===== config.mk =====
export PLATFORM = sky130hd
export DESIGN_NAME = muldiv_unit
export DESIGN_NICKNAME = d
export VERILOG_FILES = /design/src/rtl/muldiv_unit.sv
export SDC_FILE = /design/constraint.sdc
export NUM_CORES = 1
export LEC_CHECK = 0
export BUFFER_PORTS_ARGS = -buffer_cell sky130_fd_sc_hd__buf_2
export CORE_AREA = 4 4 169 204
export DETAILED_ROUTE_END_ITERATION = 16
export DIE_AREA = 0 0 173 208
export HOLD_SLACK_MARGIN = 0.06
export PLACE_DENSITY = 0.74
export REMOVE_ABC_BUFFERS = 1
export SLEW_MARGIN = 20
export SYNTH_ARGS = -nofsm -noshare
export SYNTH_HDL_FRONTEND = slang
export SYNTH_SLANG_ARGS = --single-unit

===== constraint.sdc =====
create_clock -name clk -period 4.5 [get_ports clk]
set_clock_uncertainty 0.05 [all_clocks]
set_input_delay 0 -clock clk [delete_from_list [all_inputs] [get_ports clk]]
set_output_delay 0 -clock clk [all_outputs]
set_load 0.01 [all_outputs]

===== src/rtl/muldiv_unit.sv =====
`default_nettype none
// ============================================================================
// Module   : muldiv_unit
// Purpose  : Iterative RV32M multiply/divide execute unit. Sits beside the
//            ALU in EX. Multiplies with a one-bit-per-cycle shift-add and
//            divides with a one-bit-per-cycle restoring divider. Sign fix-up
//            is applied in a separate cycle. Divide-by-zero and signed
//            overflow finish without any iteration cycles.
// Ports    : clk       clock, rising edge
//            rst       synchronous active-high reset
//            i_start   issue request, sampled only while idle
//            i_funct3  0 MUL,1 MULH,2 MULHSU,3 MULHU,4 DIV,5 DIVU,6 REM,7 REMU
//            i_rs1     operand A, captured on an accepted start
//            i_rs2     operand B, captured on an accepted start
//            i_flush   abort the in-flight op
//            o_busy    high in every state except IDLE (pipeline stall)
//            o_done    one-cycle pulse, o_result valid
//            o_result  result, held until the next completed op
// Revision : 1.0 - initial release
// ============================================================================
module muldiv_unit #(
  parameter int XLEN = 32
) (
  input  logic            clk,
  input  logic            rst,
  input  logic            i_start,
  input  logic [2:0]      i_funct3,
  input  logic [XLEN-1:0] i_rs1,
  input  logic [XLEN-1:0] i_rs2,
  input  logic            i_flush,
  output logic            o_busy,
  output logic            o_done,
  output logic [XLEN-1:0] o_result
);

  localparam int                 c_CNT_W    = $clog2(XLEN);
  localparam logic [c_CNT_W-1:0] c_CNT_LAST = c_CNT_W'(XLEN - 1);
  localparam logic [XLEN-1:0]    c_SMIN     = {1'b1, {(XLEN-1){1'b0}}};

  typedef enum logic [1:0] {
    S_IDLE = 2'd0,
    S_CALC = 2'd1,
    S_FIX  = 2'd2,
    S_DONE = 2'd3
  } state_t;

  state_t               r_state;
  state_t               w_next;
  logic [2:0]           r_funct3;
  logic [XLEN-1:0]      r_op;       // multiplicand or divisor magnitude
  logic [2*XLEN-1:0]    r_prod;     // product, or {remainder, dividend/quotient}
  logic [c_CNT_W-1:0]   r_cnt;
  logic                 r_neg_q;    // operand signs differ
  logic                 r_neg_r;    // dividend negative
  logic [XLEN-1:0]      r_result;

  // ---------------- operand decode (IDLE) ----------------
  logic            w_is_div, w_a_signed, w_b_signed, w_a_neg, w_b_neg;
  logic            w_div0, w_ovf, w_special, w_accept;
  logic [XLEN-1:0] w_a_mag, w_b_mag, w_special_res;

  assign w_is_div   = i_funct3[2];
  assign w_a_signed = (i_funct3 == 3'd1) || (i_funct3 == 3'd2) ||
                      (i_funct3 == 3'd4) || (i_funct3 == 3'd6);
  assign w_b_signed = (i_funct3 == 3'd1) || (i_funct3 == 3'd4) || (i_funct3 == 3'd6);
  assign w_a_neg    = w_a_signed & i_rs1[XLEN-1];
  assign w_b_neg    = w_b_signed & i_rs2[XLEN-1];
  assign w_a_mag    = w_a_neg ? -i_rs1 : i_rs1;
  assign w_b_mag    = w_b_neg ? -i_rs2 : i_rs2;

  assign w_div0     = w_is_div & (i_rs2 == '0);
  // Signed overflow only exists for DIV/REM (funct3[0]==0 within the divide group).
  assign w_ovf      = w_is_div & ~i_funct3[0] & (i_rs1 == c_SMIN) & (i_rs2 == '1);
  assign w_special  = w_div0 | w_ovf;
  assign w_accept   = (r_state == S_IDLE) & i_start & ~i_flush;

  always_comb begin
    w_special_res = '0;
    if (w_div0) begin
      w_special_res = i_funct3[1] ? i_rs1 : '1;
    end else if (w_ovf) begin
      w_special_res = i_funct3[1] ? '0 : i_rs1;
    end
  end

  // ---------------- iteration step (CALC) ----------------
  logic [XLEN:0]     w_mul_sum, w_trial;
  logic [2*XLEN-1:0] w_mul_next, w_div_next;

  // Shift-add: conditionally add the multiplicand to the upper half, then
  // shift the whole accumulator right; the multiplier drains out the bottom.
  assign w_mul_sum  = {1'b0, r_prod[2*XLEN-1:XLEN]} + (r_prod[0] ? {1'b0, r_op} : '0);
  assign w_mul_next = {w_mul_sum, r_prod[XLEN-1:1]};

  // Restoring divide: trial-subtract the divisor from the shifted partial
  // remainder; the quotient bit enters at the bottom as the dividend shifts out.
  assign w_trial    = r_prod[2*XLEN-1:XLEN-1] - {1'b0, r_op};
  assign w_div_next = w_trial[XLEN] ? {r_prod[2*XLEN-2:0], 1'b0}
                                    : {w_trial[XLEN-1:0], r_prod[XLEN-2:0], 1'b1};

  // ---------------- sign fix-up (FIX) ----------------
  logic [2*XLEN-1:0] w_prod_fix;
  logic [XLEN-1:0]   w_quo_fix, w_rem_fix, w_fix_res;

  assign w_prod_fix = r_neg_q ? -r_prod : r_prod;
  assign w_quo_fix  = r_neg_q ? -r_prod[XLEN-1:0] : r_prod[XLEN-1:0];
  assign w_rem_fix  = r_neg_r ? -r_prod[2*XLEN-1:XLEN] : r_prod[2*XLEN-1:XLEN];

  always_comb begin
    w_fix_res = '0;
    case (r_funct3)
      3'd0:                w_fix_res = w_prod_fix[XLEN-1:0];
      3'd1, 3'd2, 3'd3:    w_fix_res = w_prod_fix[2*XLEN-1:XLEN];
      3'd4, 3'd5:          w_fix_res = w_quo_fix;
      default:             w_fix_res = w_rem_fix;
    endcase
  end

  // ---------------- FSM ----------------
  always_ff @(posedge clk) begin
    if (rst) r_state <= S_IDLE;
    else     r_state <= w_next;
  end

  always_comb begin
    w_next = r_state;
    case (r_state)
      S_IDLE: if (i_start && !i_flush) w_next = w_special ? S_DONE : S_CALC;
      S_CALC: begin
        if (i_flush)                  w_next = S_IDLE;
        else if (r_cnt == c_CNT_LAST) w_next = S_FIX;
      end
      S_FIX:   w_next = i_flush ? S_IDLE : S_DONE;
      S_DONE:  w_next = S_IDLE;
      default: w_next = S_IDLE;
    endcase
  end

  // ---------------- datapath ----------------
  always_ff @(posedge clk) begin
    if (rst) begin
      r_funct3 <= '0;
      r_op     <= '0;
      r_prod   <= '0;
      r_cnt    <= '0;
      r_neg_q  <= 1'b0;
      r_neg_r  <= 1'b0;
      r_result <= '0;
    end else begin
      case (r_state)
        S_IDLE: begin
          if (w_accept) begin
            r_funct3 <= i_funct3;
            r_cnt    <= '0;
            r_neg_q  <= w_a_neg ^ w_b_neg;
            r_neg_r  <= w_a_neg;
            r_op     <= w_is_div ? w_b_mag : w_a_mag;
            r_prod   <= {{XLEN{1'b0}}, (w_is_div ? w_a_mag : w_b_mag)};
            if (w_special) r_result <= w_special_res;
          end
        end
        S_CALC: begin
          r_prod <= r_funct3[2] ? w_div_next : w_mul_next;
          r_cnt  <= r_cnt + c_CNT_W'(1);
        end
        S_FIX: begin
          if (!i_flush) r_result <= w_fix_res;
        end
        default: ;
      endcase
    end
  end

  assign o_busy   = (r_state != S_IDLE);
  assign o_done   = (r_state == S_DONE);
  assign o_result = r_result;

endmodule
`default_nettype wire


==> run metrics <==
status=complete, no violations; sequential area share after synthesis=0.194; combinational family with the most area after synthesis=compound AO/OA/AOI/OAI gates; ranking of synthesized cells by area=dfxtp_1, a21oi_1, ha_1, xor2_1, nand2_1; Initial Util=0.442; reg-to-reg endpoint=r_prod[61]$_SDFFE_PP0P_; Core ar.=0.0327 mm²; CP endpoint kind=flip-flop; Final nets=2260; Slew Limit Fails=0; pwr dens=266 mW/mm²; cts bufs inserted=17; Syn. warnings=0; Total Wirelength=56.8 mm; IO Port Bufs=104; post-route cell area=0.0164 mm²; Worst Hold Depth=5; root buf cell=clkbuf_16; FMAX=0.241 GHz; flops & latches, synth=140; H-tree depth=4; Global Route Usage Sum=0.304; slowest CP cell=nor4b_1; Fill cells=3238; layout cells sized above 1=0.108; WHS Endpoint=r_prod[8]$_SDFFE_PP0P_; Max Cap Violations=0; clock transition at the registers of the reported paths=0.07 ns; clk sink count=140; Mapped Cells=2048; io pins=105; Post-Layout Cell Count=2541; residual DRC count=0; initial antenna violation count=0; first drt pass iteration count=6; via count=16500; Worst Path Buf+Inv=3; share of the synthesized area in the top cell type=0.194; syn_area_per_cell=7.06 µm²; VDD IR max=0.198 mV; unrepaired setup endpoints after global routing=no; Hold Startpoint=i_rs2[8]; RR Startpoint=r_prod[31]$_SDFFE_PP0P_; Syn-to-layout area delta=13.2%; Skew-Pair Late Insertion Delay=0.46 ns; Routed Antenna Nets=0; R2R setup slack=0.35 ns; Congestion Overflow GR=0; ys flop type=dfxtp_1; R2R depth=14; Netlist cell types=79; postcts setup bufs=0; simple-gate portion of the synthesized area=0.228; Final min period=4.15 ns; Placed Area=0.0153 mm²; average wire per standard cell=22.4 µm; Hold WS=0.0820 ns; Setup crit start kind=flip-flop; Hold WC Path Type=primary input to flip-flop; first-pass GRT wire length=87.9 mm; WP data arrival=4.42 ns; mux contribution to synthesized area=0.0377; endpoints failing hold=0; Die Y=208 µm; Final Cycle Share=0.921; Die W=173 µm; Synth Area in XOR/XNOR=0.113; Cell Rows=73; number of flops mapped to enable cells by yosys=0; CP Class=flip-flop to flip-flop; critical path, cell by cell=inv_1 > ha_1 > fa_1 > nand2b_1 > a21oi_1 > nor3_1 > o21ai_2 > a21boi_1 > buf_4 > nor4b_1 > nor3_1 > buf_4 > a2111oi_0 > o31ai_1; mapped cell area=0.0144 mm²; ANT cells=0; hpwl dp=41.9 mm; leakage power=0.00654 µW; Placed Cells incl. Taps=2467; Async S/R FF share, synth=0; # setup viols final=0; Slew headroom=0.265; post-synthesis compound-gate area fraction=0.300; area leader, netlist=dfxtp_1; Vias/cell=6.50; Post-Synth Adder-Cell Area=0.0643; top-count cell post-synth=nand2_1; critical-path maximum fanout=8; Max Root-Sink Buffers=2; largest net degree at the start of global routing=79; CP Data Required Time=4.78 ns; slowest stage delay, CP=0.55 ns; top cell types by occurrence after synthesis=nand2_1, nor2_1, a21oi_1, o21ai_0, dfxtp_1; die area=0.0360 mm²; DRT iter0 DRCs=1704; Placer Congestion=1.01; CTS tree=done; CP delay by family, top=compound AO/OA/AOI/OAI gates; vias in the first global route=15500; Worst-Margin Slew=1.10 ns; Worst Setup SP=r_prod[31]$_SDFFE_PP0P_
[flip-flops by register name, summed over array words and instances (netlist names)]
name      cells
r_op         32
r_cnt         5
r_funct3      3
r_neg_r       1
r_state       2
r_prod       64
o_result     32
r_neg_q       1
[report_power, final]
group / internal (µW) / leakage [µW] / switching (µW)
clock network: 987 / 0.000300 / 622
logic: 528 / 0.00510 / 850
registers: 1290 / 0.00114 / 80.9
total: 2810 / 0.00654 / 1550
[worst min-delay path, cell delays in order]
cell and delay (ns):
buf_2 0.14, xnor2_1 0.17, nand2_1 0.07, nand3_1 0.07, a311oi_1 0.08
[placed cells by master (no fill, tap or decap), types with 13 or more instances in the layout]
cell,count
a22oi_1,20
a21o_1,29
clkbuf_16,17
dfxtp_1,139
mux2i_1,51
inv_1,67
nor4_1,29
nor2b_1,17
or3_1,25
nor3_1,38
buf_2,104
nand2_1,218
o31ai_1,32
ha_1,71
xnor2_1,89
a31oi_1,27
o21ai_0,154
and2_1,16
o211ai_1,42
or2_2,15
o21a_1,13
a211oi_1,44
nand3_1,28
and3_1,18
xor2_1,98
o22ai_1,35
buf_4,52
dlygate4sd3_1,42
o221ai_1,13
nand2b_1,19
nand4_1,22
a21oi_1,178
nor2_1,208
[metrics by stage]
stage | utilization | power (µW) | TNS [ns] | setup slack (ns)
final | 0.500 | 4360 | 0 | 0.355
after floorplan | - | 2250 | -133.74 | -2.96
after global routing | 0.500 | 4530 | 0 | 0.0644
after global placement | 0.467 | 2690 | 0 | 0.445
after CTS | 0.500 | 4330 | 0 | 0.293
after detailed placement | 0.467 | 2700 | 0 | 0.319
[how the worst max path moves through the flow]
stage	endpoint	slack (ns)	depth (start not counted)
2_1_floorplan	r_prod[57]$_SDFFE_PP0P_	-2.96	3
3_3_place_gp	r_prod[52]$_SDFFE_PP0P_	0.45	13
3_5_place_dp	r_prod[52]$_SDFFE_PP0P_	0.32	13
4_1_cts	r_prod[52]$_SDFFE_PP0P_	0.29	13
5_1_grt	r_prod[61]$_SDFFE_PP0P_	0.06	14
6_report	r_prod[61]$_SDFFE_PP0P_	0.35	14
[layer usage]
layer	global-route usage	part of all wire
met4	0.178	0.064
met3	0.0480	0.089
met2	0.499	0.46
met1	0.378	0.39
met5	0	0
[kinds of logic (layout without fill, tap and decap cells)]
logic type      Yosys count  in the layout
simple gates            695            695
compound gates          681            681
buf+inv                 218            299
xor+xnor                187            187
flops                   140            140
fa+ha+maj                73             73
mux                      54             54
[layout make-up]
class                           count  area (µm²)  area share
Multi-Input combinational cell   1690       10800       0.658
Sequential cell                   140        2800       0.171
Timing Repair Buffer              200        1370      0.0838
Tap cell                          412         515      0.0315
Clock buffer                       19         433      0.0265
Inverter                           67         251      0.0154
Clock inverter                     13         215      0.0132
[timing repair]
action	4_1_cts	5_1_grt
resized for setup	0	1
hold buffers	42	0
endpoints found under the hold margin	55	0
endpoints found under the setup margin	0	1
(Power assumes the default switching activity.)
